`src/rtl/alu_issue_arbiter.sv`:
```
`default_nettype none
// ============================================================================
// Module      : alu_issue_arbiter
// Description : Shares one combinational ALU between two issue slots.
//               Round-robin grant of at most one requester per cycle, a
//               zero-when-idle operand mux toward the ALU, and a one-entry
//               output register (result, tag, source id) with valid/ready
//               backpressure toward writeback. flush kills the held result
//               and suppresses grants for the cycle.
// Ports       : clk, rst              - clock, synchronous active-high reset
//               flush                 - pipeline redirect
//               in{0,1}_valid/ready   - requester handshakes
//               in{0,1}_aluop/src1/src2/tag - requester payloads
//               alu_aluop/reg1/reg2   - operands driven to the shared ALU
//               alu_result            - combinational ALU result
//               out_valid/ready       - writeback handshake
//               out_result/tag/src    - registered result, tag, requester id
// Revision    : 1.0 - initial release
// ============================================================================
module alu_issue_arbiter #(
    parameter int TAG_W = 6
) (
    input  logic             clk,
    input  logic             rst,
    input  logic             flush,

    input  logic             in0_valid,
    output logic             in0_ready,
    input  logic [7:0]       in0_aluop,
    input  logic [31:0]      in0_src1,
    input  logic [31:0]      in0_src2,
    input  logic [TAG_W-1:0] in0_tag,

    input  logic             in1_valid,
    output logic             in1_ready,
    input  logic [7:0]       in1_aluop,
    input  logic [31:0]      in1_src1,
    input  logic [31:0]      in1_src2,
    input  logic [TAG_W-1:0] in1_tag,

    output logic [7:0]       alu_aluop,
    output logic [31:0]      alu_reg1,
    output logic [31:0]      alu_reg2,
    input  logic [31:0]      alu_result,

    output logic             out_valid,
    input  logic             out_ready,
    output logic [31:0]      out_result,
    output logic [TAG_W-1:0] out_tag,
    output logic             out_src
);

    logic             r_out_valid;
    logic [31:0]      r_out_result;
    logic [TAG_W-1:0] r_out_tag;
    logic             r_out_src;
    logic             r_rr_ptr;

    logic             w_can_accept;
    logic             w_gnt0;
    logic             w_gnt1;

    // rst gates acceptance so requesters never see ready while in reset.
    assign w_can_accept = !rst && !flush && (!r_out_valid || out_ready);

    // A lone requester wins regardless of the pointer; on a tie the pointer
    // decides. The two terms are mutually exclusive by construction.
    assign w_gnt0 = w_can_accept && in0_valid && (!in1_valid || (r_rr_ptr == 1'b0));
    assign w_gnt1 = w_can_accept && in1_valid && (!in0_valid || (r_rr_ptr == 1'b1));

    assign in0_ready = w_gnt0;
    assign in1_ready = w_gnt1;

    // Operands are forced to zero without a grant so the ALU sits idle.
    always_comb begin
        alu_aluop = 8'h00;
        alu_reg1  = 32'h0;
        alu_reg2  = 32'h0;
        if (w_gnt0) begin
            alu_aluop = in0_aluop;
            alu_reg1  = in0_src1;
            alu_reg2  = in0_src2;
        end else if (w_gnt1) begin
            alu_aluop = in1_aluop;
            alu_reg1  = in1_src1;
            alu_reg2  = in1_src2;
        end
    end

    always_ff @(posedge clk) begin
        if (rst) begin
            r_out_valid  <= 1'b0;
            r_out_result <= 32'h0;
            r_out_tag    <= '0;
            r_out_src    <= 1'b0;
            r_rr_ptr     <= 1'b0;
        end else if (flush) begin
            // Held result is discarded; pointer and data fields hold.
            r_out_valid <= 1'b0;
        end else if (w_gnt0 || w_gnt1) begin
            r_out_valid  <= 1'b1;
            r_out_result <= alu_result;
            r_out_tag    <= w_gnt1 ? in1_tag : in0_tag;
            r_out_src    <= w_gnt1;
            // Next tie goes to the requester that was not just served.
            r_rr_ptr     <= ~w_gnt1;
        end else if (r_out_valid && out_ready) begin
            r_out_valid <= 1'b0;
        end
    end

    assign out_valid  = r_out_valid;
    assign out_result = r_out_result;
    assign out_tag    = r_out_tag;
    assign out_src    = r_out_src;

endmodule
`default_nettype wire

```
`config.mk`:
```
export PLATFORM = sky130hd
export DESIGN_NAME = alu_issue_arbiter
export DESIGN_NICKNAME = d
export VERILOG_FILES = /design/src/rtl/alu_issue_arbiter.sv
export SDC_FILE = /design/constraint.sdc
export NUM_CORES = 1
export LEC_CHECK = 0
export BUFFER_PORTS_ARGS = -buffer_cell sky130_fd_sc_hd__clkbuf_2
export CAP_MARGIN = 30
export CORE_AREA = 8 8 113 115
export CTS_CLUSTER_SIZE = 28
export DETAILED_ROUTE_END_ITERATION = 7
export DIE_AREA = 0 0 121 123
export GPL_TIMING_DRIVEN = 0
export MAX_ROUTING_LAYER = met4
export PLACE_DENSITY_LB_ADDON = 0.2
export SETUP_SLACK_MARGIN = 0.4
export SYNTH_ARGS = -nofsm -noshare
export SYNTH_HDL_FRONTEND = slang
export SYNTH_SLANG_ARGS = --single-unit
```
`constraint.sdc`:
```
create_clock -name clk -period 1.8 [get_ports clk]
set_clock_uncertainty 0.1 [all_clocks]
set_input_delay 0.36 -clock clk [delete_from_list [all_inputs] [get_ports clk]]
set_output_delay 0.36 -clock clk [all_outputs]
set_load 0.005 [all_outputs]
```
Yosys cells after proc, flatten, opt, wreduce, memory -nomap -nowiden
Cells that the tools add are included.
{"block": "totals", "out_inout_bits": 114, "in_bits": 194, "elab_cells": 36, "reg_bits": 41}
{"block": "op_classes", "n_reduce_logical": 19, "mux": 9, "bitwise": 3}
{"op": "32-bit 2-to-1 mux", "n": 4}
{"op": "8-bit 2-to-1 mux", "n": 2}
{"op": "1-bit logical AND", "n": 7}
{"op": "6-bit 2-to-1 mux", "n": 1}
{"op": "1-bit logical NOT", "n": 5}
{"op": "1-bit logical OR", "n": 4}
{"op": "1-bit inverter", "n": 3}
{"op": "1-bit 2-to-1 mux", "n": 2}
{"op": "2-bit AND reduction", "n": 1}
{"op": "2-bit nonzero test", "n": 1}
{"op": "2-bit OR reduction", "n": 1}

Logic depth before layout (Yosys ltp)
Gate-level depths: netlist of run 1.
{"block": "logic_depth", "word_depth": 7, "depth_mapped": 7}

Least setup slack after synthesis of run 1
No wires, ideal clock.
{"block": "synth_timing", "path_kind": "input -> output", "from": "input port out_ready", "to": "output port alu_reg1[11]", "arrival_time_ps": 1377, "t_required_ps": 1340, "stages": 6, "path_slack_ps": -37, "cell_sequence": "nand2b_1 -> o2111ai_4 -> inv_2 -> buf_4 -> buf_6 -> a22o_1"}
{"block": "synth_via", "elab_chain_len": 6}
{"item": "start: declaration", "line_no": "47", "source": "input logic out_ready,"}
{"item": "1-bit logical OR (*)", "line_no": "64", "source": "assign w_can_accept = !rst && !flush && (!r_out_valid || out_ready);"}
{"item": "1-bit logical AND (*)", "line_no": "64"}
{"item": "1-bit logical AND (2 in a row)", "line_no": "69", "source": "assign w_gnt1 = w_can_accept && in1_valid && (!in0_valid || (r_rr_ptr == 1'b1));"}
{"item": "32-bit 2-to-1 mux", "line_no": "83", "source": "end else if (w_gnt1) begin"}
{"item": "32-bit 2-to-1 mux (*)", "line_no": "79", "source": "if (w_gnt0) begin"}
{"item": "end: declaration", "line_no": "42", "source": "output logic [31:0] alu_reg1,"}
Mark *: on every way between the ends. The rest lies on a longest branch, timed or not.

Worst setup path after layout of run 1
{"block": "layout_timing", "from": "register r_rr_ptr", "to": "output port alu_reg1[16]"}
{"block": "layout_via", "elab_chain_len": 4}
{"item": "start: declaration", "line_no": "57", "source": "logic r_rr_ptr;"}
{"item": "start signal: assignment", "line_no": "106", "source": "r_rr_ptr <= ~w_gnt1;"}
{"item": "1-bit logical OR or 1-bit inverter (tied branches)", "line_no": "69, 68"}
{"item": "1-bit logical AND or 1-bit logical OR (tied branches)", "line_no": "69, 68"}
{"item": "32-bit 2-to-1 mux or 1-bit logical AND (tied branches)", "line_no": "83, 68"}
{"item": "32-bit 2-to-1 mux (*)", "line_no": "79"}
Marks and branches as above.

==> run_results.csv, run 1 <==
group,metric,value,unit
synth,yosysSeqAreaShare,36.7,%
place,place_area,0.00398,mm^2
synth,synth_edf_count,0,
synth,syn_avg_cell_area,8.13,um^2
synth,synth_mux_area_share,0,%
synth,yosys-top-cells-area,"dfxtp_1, a22o_1, nand2_1",
critical_path,cpPeakStageDelay,340,ps
synth,synth_flop_cell,"dfxtp_1",
sta,fin_crit,2020,ps
global_route,grt_use_total,18.9,%
clock_network,cts_made_buffers,5,
die,coreArea,0.0111,mm^2
power_and_ir_drop,irDropWorstVdd,0.587,mV
power_and_ir_drop,p_int,1.99,mW
die,die-height,123,um
critical_path,arrival,1560,ps
synth,synth_cells,275,
synth,synth-simple-area-share,15.2,%
routing,ant_nets,0,
die,dieArea,0.0149,mm^2
routing,vias_per_cell,4.57,
clock_network,insertion_delay,280,ps
global_route,grt_pass1_vias,3590,
power_and_ir_drop,p_sw,0.655,mW
job,drv_cap,0,
clock_network,root_buffer,"clkbuf_16",
layout,drive_above_1_share,60.0,%
routing,via_count,3397,
critical_path,required,1340,ps
clock_network,clock-sinks,41,
sta,report.final.setup_viol,73,
critical_path,critPathCaptureType,"output pin",
synth,synth_top_family_by_area,"compound AO/OA/AOI/OAI gates",
critical_path,cp_common_cell,"buf_8",
routing,drt_wl_total,14.6,mm
synth,synth_top_area_share,36.7,%
die,die-width,121,um
die,core.rowCount,39,
synth,synth-compound-area-share,41.2,%
power_and_ir_drop,clock_power_share,39.1,%
global_route,grt_max_degree,13,
die,start_util,20.2,%
place,numPortBuffers,306,
synth,yosysWarnings,0,
place,hpwl,12.8,mm
global_route,grt_pass1_wl,20.8,mm
routing,drc,0,
layout,finalInstanceArea,0.00433,mm^2
status,outcome,"complete, but fails checks",
sta,min_period_over_period,112,%
synth,synth_commonest_cells,"a22o_1, nand2_1, dfxtp_1",
power_and_ir_drop,power.density,611,mW/mm^2
clock_network,cts_tree,"yes",
critical_path,cp_cell_sequence,"o2111ai_4 > inv_4 > buf_8 > buf_8 > a22o_1 > clkbuf_2",
synth,yosysMostFrequentCell,"a22o_1",
layout,nNetsFinal,793,
power_and_ir_drop,p_leak,2.36,nW
critical_path,crit_type,"reg2out",
critical_path,crit_buf_inv,4,
routing,drt_iter0_drc,86,
routing,drtPass1Iterations,5,
layout,fillers,1182,
synth,synth-xor-area-share,0,%
critical_path,crit_path_top_delay_cell,"dfxtp_2",
status,violations,"negative setup slack",
synth,ys_async_sr_fraction,0,%
critical_path,start_kind,"flop",
sta,max-slew-margin-rel,64.9,%
sta,worst_slack,-219,ps
synth,synth-seq-cells,41,
clock_network,cts_buffer_depth,2,
place,dp_cells,724,
sta,hold_viol_final,0,
place,gp_congestion,0.891,
global_route,antenna_found_initial,0,
power_and_ir_drop,power_frac_comb,24.2,%
critical_path,path_delay_family,"buffers and inverters",
layout,fin_util,39.1,%
clock_network,clk_pin_slew_worst_paths,60,ps
layout,final_cell_count_no_fill,744,
synth,synth_cell_types,19,
synth,yosys.area_share.adder,0,%
sta,worst_pin_slew,526,ps
sta,fmax,0.495,GHz
hold_path,hold_class,"in2reg",
global_route,grt_overflow,0,
clock_network,cts_hold_buf,0,
power_and_ir_drop,p_seq_share,36.7,%
routing,wl_per_cell,19.7,um
sta,rsz0062_at_grt,"true",
synth,syn_nets,469,
critical_path,worst-path-max-fanout,10,
sta,timing_max_transition_violations_final,0,
clock_network,cts_max_level,2,
power_and_ir_drop,swShare,24.7,%
layout,area_growth,93.8,%
synth,synth_top_area_cell,"dfxtp_1",
die,ioPinCount,308,
synth,syn_area,0.00224,mm^2
==> through the flow <==
step	hold WS, ps	TNS (ps)	setup slack (ps)	power (mW)
finish	190	-11580	-219	2.65
CTS	187	-14020	-253	2.68
global placement	342	-20010	-365	1.59
global route	193	-18190	-304	2.78
detailed placement	347	-22560	-393	1.60
floorplan	353	0	10.8	1.21
==> power by group through the flow <==
stage / clock, mW / combinational, mW / sequential, mW
final: 1.04 / 0.640 / 0.972
after global routing: 1.10 / 0.704 / 0.976
after CTS: 1.07 / 0.643 / 0.972
after detailed placement: 0 / 0.609 / 0.991
after global placement: 0 / 0.605 / 0.989
after floorplan: 0 / 0.216 / 0.994
==> worst paths after layout <==
kind	from	to	slack [ps]	depth (start not counted)
max	r_rr_ptr$_SDFFE_PP0P_	alu_reg1[16]	-220	6
min	alu_result[6]	out_result[6]$_SDFFE_PP0P_	190	3
max reg2reg	out_valid$_SDFFE_PP0P_	out_tag[0]$_SDFFE_PP0P_	270	8
min reg2reg	out_result[29]$_SDFFE_PP0P_	out_result[29]$_SDFFE_PP0P_	350	2
==> cell families after synthesis <==
family / Yosys count
flops: 41
buf+inv: 30
simple gates: 83
compound gates: 121
==> cells in the final DEF (no fill, tap or decap), types with 3 or more instances in the layout <==
| master | n |
|---|---|
| buf_6 | 3 |
| a22o_1 | 72 |
| a211oi_1 | 6 |
| dfxtp_1 | 39 |
| a21oi_1 | 36 |
| clkbuf_2 | 306 |
| nor2_1 | 8 |
| clkbuf_1 | 5 |
| clkbuf_16 | 5 |
| nand2_1 | 71 |
| a21oi_2 | 3 |
| buf_8 | 4 |
| buf_4 | 22 |
==> sequential cells by signal, summed over array words and instances, names as in the netlist <==
name and cells:
out_result 32, out_src 1, out_tag 6, out_valid 1, r_rr_ptr 1
==> worst reg2reg max path, stage by stage (launching register included) <==
cell       delay, ps
dfxtp_2          330
nand2b_4         110
o2111ai_4        160
inv_4            150
buf_8            120
buf_12           110
buf_4            110
a21oi_1           40
a211oi_1         210
==> repair_timing <==
action,CTS,global route
hold endpoints to repair,0,0
endpoints found under the setup margin,110,102
gates resized for setup,26,7
setup buffers,10,0
cloned,1,0
pin swaps,3,1
==> final cells by class <==
cell class                 instances  area [um^2]  share of cell area, %
antenna                            1         2.50                 0.0577
clock buffer                       7          143                   3.29
multi-input combinational        204         1290                   29.7
clock inverter                     1         30.0                  0.693
timing repair inverter             1         6.26                  0.144
sequential                        41          823                   19.0
tap                              143          179                   4.13
timing repair buffer             316         1620                   37.4
inverter                           3         18.8                  0.433
buffer                            27          224                   5.17
==> metal layers <==
metal | track usage, % | part of all wire [%] | vias up
li1 | - | - | 1653
met1 | 21.0 | 40 | 1560
met2 | 30.5 | 48 | 167
met3 | 7.49 | 10 | 17
met4 | 5.70 | 2.2 | 0
met5 | - | 0 | -
Power figures use the tool's default switching activity.
==> inputs of run 2 (changes only) <==
- ABC_AREA: unset -> 1
- CORE_AREA: 8 8 113 115 -> 8 8 115 117
- DIE_AREA: 0 0 121 123 -> 0 0 123 125
==> run_results.csv, run 2 <==
group,metric,value,unit
clock_network,insertion_delay,270,ps
clock_network,cts_made_buffers,5,
clock_network,root_buffer,"clkbuf_16",
layout,area_growth,123,%
clock_network,cts_max_level,2,
status,violations,"negative setup slack",
synth,yosysSeqAreaShare,30.3,%
sta,rsz0062_at_grt,"true",
global_route,grt_max_degree,13,
layout,layout_commonest_cell,"clkbuf_2",
die,ioPinCount,308,
synth,synth_top_area_cell,"nand2_1",
synth,synth_flop_cell,"dfxtp_1",
sta,worst_pin_slew,518,ps
power_and_ir_drop,p_leak,3.72,nW
synth,synth-seq-cells,41,
place,dp_slack,-278,ps
layout,finalInstanceArea,0.00603,mm^2
synth,synth_cells,515,
job,drv_cap,0,
global_route,grt_pass1_vias,4078,
die,dieArea,0.0154,mm^2
synth,yosysWarnings,0,
synth,ys_async_sr_fraction,0,%
die,die-height,125,um
synth,syn_area,0.00271,mm^2
sta,fin_crit,1940,ps
routing,via_count,4287,
routing,vias_per_cell,4.19,
die,start_util,23.3,%
critical_path,crit_path_top_delay_cell,"dfxtp_2",
global_route,grt_use_total,18.3,%
global_route,antenna_found_initial,1,
routing,drtPass1Iterations,4,
layout,largest_reg_flops,32,
synth,yosysMostFrequentCell,"nand2_1",
critical_path,cpPeakStageDelay,340,ps
global_route,grt_pass1_wl,21.7,mm
sta,report.final.setup_viol,73,
clock_network,cts_tree,"yes",
clock_network,cts_buffer_depth,2,
die,die-width,123,um
sta,worst_slack,-142,ps
layout,drive_above_1_share,59.5,%
critical_path,arrival,1480,ps
critical_path,worst-path-max-fanout,8,
routing,drc,0,
power_and_ir_drop,irDropWorstVdd,0.401,mV
sta,hold_viol_final,0,
place,numPortBuffers,307,
critical_path,crit_type,"reg2out",
critical_path,required,1340,ps
layout,final_cell_mix,"clkbuf_2, nand2_1, nand2_2, nor2_1, dfxtp_1",
routing,wl_per_cell,14.9,um
synth,yosys-top-cells-area,"nand2_1, dfxtp_1, nor2_1",
sta,fmax,0.515,GHz
sta,max-slew-margin-rel,65.4,%
clock_network,clk_pin_slew_worst_paths,60,ps
die,coreArea,0.0116,mm^2
synth,synth_edf_count,0,
synth,syn_avg_cell_area,5.26,um^2
routing,ant_nets,0,
global_route,grt_overflow,0,
critical_path,start_kind,"flop",
layout,nNetsFinal,1069,
critical_path,r2r_setup_slack,-10,ps
routing,drt_iter0_drc,154,
critical_path,cp_cell_sequence,"nand2_2 > nand2_4 > nor2_4 > buf_12 > clkbuf_16 > nand2_2 > nand2_1 > clkbuf_2",
synth,synth_top_area_share,41.6,%
power_and_ir_drop,power.density,484,mW/mm^2
status,outcome,"complete, but fails checks",
routing,drt_wl_total,15.2,mm
clock_network,clock-sinks,41,
place,hpwl,11.7,mm
synth,syn_nets,709,
synth,synth_cell_types,19,
die,core.rowCount,40,
clock_network,cts_hold_buf,0,
sta,min_period_over_period,108,%
critical_path,cp_common_cell,"nand2_2",
sta,timing_max_transition_violations_final,0,
place,gp_congestion,0.892,
place,place_area,0.00456,mm^2
critical_path,critPathCaptureType,"output pin",
hold_path,hold_class,"in2reg",
synth,synth_commonest_cells,"nand2_1, nor2_1, dfxtp_1",
-- run 2: cell types whose count changed after synthesis, sizes merged, moves of 2 or more --
| cell | previous run | this run |
|---|---|---|
| clkbuf | 4 | 9 |
| buf | 23 | 19 |
| o21ai | 0 | 2 |
| nand3 | 0 | 6 |
| nand2 | 71 | 304 |
| a22o | 72 | 0 |
| nand3b | 0 | 6 |
| nor2 | 9 | 85 |
| inv | 3 | 39 |
| a21oi | 39 | 3 |
| a211oi | 6 | 0 |
-- run 2: cells by family (layout without fill, tap and decap cells) --
kind of cell           Yosys count  after routing  synth area share [%]
other                            0              1                     0
and+or+nand+nor                401            401                  57.4
DFF                             41             41                  30.3
AOI/OAI and AO/OA                5              5                  1.06
buffers and inverters           68            429                  11.2
-- run 2: final timing paths --
check | from | endpoint | cells after the start
max | r_rr_ptr$_SDFFE_PP0P_ | alu_reg2[10] | 8
min | rst | r_rr_ptr$_SDFFE_PP0P_ | 2
max reg2reg | out_valid$_SDFFE_PP0P_ | out_result[12]$_SDFFE_PP0P_ | 14
min reg2reg | out_result[21]$_SDFFE_PP0P_ | out_result[21]$_SDFFE_PP0P_ | 2
-- run 2: repair_timing --
action / in CTS / in global routing
cloned: 18 / 3
setup endpoints to repair: 114 / 114
pin swaps: 27 / 48
setup buffers: 21 / 4
endpoints found under the hold margin: 0 / 0
gates resized for setup: 107 / 162
-- run 2: power breakdown --
group          switching [mW]  internal, mW
registers              0.0390         0.975
clock network           0.345         0.509
logic                   0.479         0.569
-- run 2: per-stage QoR --
| stage | instances | util, % | setup TNS [ps] | hold WS, ps | total power, mW |
|---|---|---|---|---|---|
| final | 1024 | 51.9 | -7590 | 222 | 2.92 |
| after global routing | 1024 | 51.9 | -14380 | 219 | 3.10 |
| after CTS | 1016 | 47.2 | -7330 | 215 | 2.85 |
| after detailed placement | 969 | 39.3 | -15950 | 365 | 1.77 |
| after global placement | 969 | 39.3 | -17150 | 348 | 1.77 |
| after floorplan | 515 | - | 0 | 332 | 1.35 |
-- run 2: final cells by class --
| class | count | area, um^2 |
|---|---|---|
| Timing Repair Buffer | 353 | 2230 |
| Tap cell | 147 | 184 |
| Multi-Input combinational cell | 406 | 2090 |
| Inverter | 40 | 178 |
| Clock inverter | 2 | 10.0 |
| Sequential cell | 41 | 823 |
| Fill cell | 1165 | 5580 |
| Clock buffer | 6 | 129 |
| Buffer | 28 | 384 |
| Antenna cell | 1 | 2.50 |
-- run 2: worst max-delay path, delay by kind of cell, from the launching register on --
kind / cells / cell delay, ps
buffers and inverters: 3 / 450
AND/OR/NAND/NOR: 5 / 420
flip-flops: 1 / 340
-- run 2: per-layer routing --
layer / routed length (um) / track usage [%]
met3: 1220 / 3.96
met4: 340 / 5.17
met1: 5350 / 18.1
met5: 0 / -
met2: 8320 / 34.6
==> inputs of run 3 (changes only) <==
- CELL_PAD_IN_SITES_DETAIL_PLACEMENT: unset -> 0
- CELL_PAD_IN_SITES_GLOBAL_PLACEMENT: unset -> 1
- CORE_AREA: 8 8 115 117 -> unset
- CORE_MARGIN: unset -> 8
- CORE_UTILIZATION: unset -> 17
- DIE_AREA: 0 0 123 125 -> unset
- REMOVE_ABC_BUFFERS: unset -> 1
==> run_results.csv, run 3 (synthesis gave the netlist of run 2 again) <==
group,metric,value,unit
status,outcome,"complete, but fails checks",
status,violations,"negative setup slack",
power_and_ir_drop,power,3.16,mW
critical_path,required,1340,ps
routing,drt_iter0_drc,99,
power_and_ir_drop,p_int,2.22,mW
clock_network,cts_tree,"yes",
die,ioPinCount,308,
die,die-width,142,um
power_and_ir_drop,power.density,482,mW/mm^2
power_and_ir_drop,swShare,29.8,%
global_route,grt_pass1_wl,23.7,mm
sta,hold_viol_final,0,
clock_network,insertion_delay,280,ps
sta,fin_crit,2020,ps
sta,worst_slack,-220,ps
power_and_ir_drop,p_seq_share,32.1,%
die,core.rowCount,46,
clock_network,clk_pin_slew_worst_paths,60,ps
hold_path,hold_class,"in2reg",
critical_path,start_kind,"flop",
layout,area_growth,142,%
sta,fmax,0.495,GHz
place,place_area,0.00444,mm^2
global_route,antenna_found_initial,6,
clock_network,clock-sinks,41,
clock_network,cts_buffer_depth,2,
critical_path,arrival,1560,ps
layout,largest_reg_flops,32,
place,gp_congestion,0.797,
critical_path,cp_cell_sequence,"inv_2 > o21ai_4 > buf_6 > buf_12 > nor2_4 > clkbuf_16 > nand2_1 > nand2_1 > clkbuf_2",
sta,worst_pin_slew,311,ps
routing,ant_nets,0,
critical_path,critPathCaptureType,"output pin",
critical_path,timing.rr.end,"out_result[1]$_SDFFE_PP0P_",
layout,nNetsFinal,1073,
clock_network,cts_max_level,2,
sta,report.final.setup_viol,75,
sta,rsz0062_at_grt,"true",
hold_path,holdPathStages,5,
power_and_ir_drop,p_sw,0.941,mW
die,dieArea,0.0202,mm^2
layout,layout_commonest_cell,"clkbuf_2",
critical_path,cpPeakStageDelay,330,ps
power_and_ir_drop,power_frac_comb,36.3,%
layout,finalInstanceArea,0.00656,mm^2
sta,timing_max_transition_violations_final,0,
die,die-height,142,um
critical_path,worst-path-max-fanout,9,
place,hpwl,13.0,mm
die,start_util,17.2,%
routing,drtPass1Iterations,4,
critical_path,cp_common_cell,"nand2_1",
hold_path,holdPathEnd,"out_result[18]$_SDFFE_PP0P_",
power_and_ir_drop,clock_power_share,31.6,%
clock_network,root_buffer,"clkbuf_16",
critical_path,crit_type,"reg2out",
routing,vias_per_cell,3.96,
layout,fillers,1734,
die,coreArea,0.0157,mm^2
global_route,grt_pass1_vias,4067,
global_route,grt_overflow,0,
hold_path,hp-start,"alu_result[18]",
routing,drc,0,
layout,final_cell_mix,"clkbuf_2, nand2_1, nand2_2, nor2_1",
critical_path,r2r_setup_slack,0,ps
job,drv_cap,0,
layout,drive_above_1_share,62.5,%
routing,via_count,4356,
routing,drt_wl_total,18.7,mm
critical_path,rr_worst_depth,13,
global_route,grt_use_total,15.8,%
critical_path,crit_path_top_delay_cell,"dfxtp_2",
global_route,grt_max_degree,41,
power_and_ir_drop,p_leak,3.91,nW
clock_network,cts_made_buffers,5,
power_and_ir_drop,irDropWorstVdd,0.332,mV
clock_network,cts_hold_buf,0,
routing,wl_per_cell,16.9,um
critical_path,reg2reg_from,"out_valid$_SDFFE_PP0P_",
sta,min_period_over_period,112,%
place,numPortBuffers,307,
sta,max-slew-margin-rel,79.2,%
==> run 3: changes by cell type in the layout (fill, tap and decap cells not counted), sizes merged <==
| cell | previous run | this run |
|---|---|---|
| inv | 39 | 38 |
| buf | 94 | 92 |
| nor2 | 85 | 88 |
| nand2 | 304 | 306 |
| bufinv | 0 | 1 |
| diode | 1 | 6 |
==> run 3: through the flow <==
step / setup WS [ps] / hold WS, ps / TNS [ps] / cells / utilization [%]
final: -220 / 260 / -13250 / 1101 / 41.7
after global routing: -281 / 268 / -18530 / 1101 / 41.7
after CTS: -210 / 248 / -16150 / 1044 / 32.3
after detailed placement: -1120 / 374 / -84540 / 1013 / 28.2
after global placement: -4030 / 364 / -323420 / 1010 / 27.8
after floorplan: -1640 / 332 / -141740 / 487 / -
==> run 3: cell type report <==
| class | count | area (um^2) | share of cell area, % |
|---|---|---|---|
| clock buffers | 5 | 125 | 1.91 |
| inverters | 40 | 168 | 2.56 |
| diodes | 6 | 15.0 | 0.229 |
| clock inverters | 2 | 35.0 | 0.534 |
| repair buffers | 380 | 2770 | 42.2 |
| flip-flops and latches | 41 | 826 | 12.6 |
| well taps | 216 | 270 | 4.12 |
| multi-input cells | 411 | 2350 | 35.9 |
==> run 3: power groups by stage <==
stage               clock (mW)  sequential, mW  combinational [mW]
floorplan                    0            1.03               0.277
global placement             0            1.02               0.726
detailed placement           0            1.03               0.716
CTS                       1.03            1.01               0.826
global route              1.07            1.02                1.25
finish                   0.999            1.02                1.15
==> run 3: routing by layer <==
metal  up-vias  routed length (um)  GRT usage [%]
met2       174                9750           27.5
met1      1923                6960           15.8
met4         0                 201           4.97
li1       2249                   -              -
met5         -                   0              -
met3        10                1740           6.61
==> run 3: what timing repair did <==
item / CTS / global route
cloned: 6 / 21
setup buffers: 18 / 30
gates resized for setup: 58 / 252
pin swaps: 15 / 42
setup endpoints to repair: 115 / 115
==> run 3: worst max-delay path by stage <==
stage | startpoint | end | slack, ps | depth (start not counted)
finish | out_valid$_SDFFE_PP0P_ | alu_reg1[6] | -220 | 9
detailed placement | rst | out_result[1]$_SDFFE_PP0P_ | -1120 | 10
global route | out_valid$_SDFFE_PP0P_ | alu_reg1[9] | -280 | 9
floorplan | flush | alu_aluop[0] | -1640 | 5
CTS | out_valid$_SDFFE_PP0P_ | alu_reg2[13] | -210 | 9
global placement | rst | alu_aluop[5] | -4030 | 7
==> run 3: critical path: cells and delay by family (launching register included) <==
kind,cells,cell delay [ps]
buf+inv,5,570
compound gates,1,220
flops,1,330
simple gates,3,160
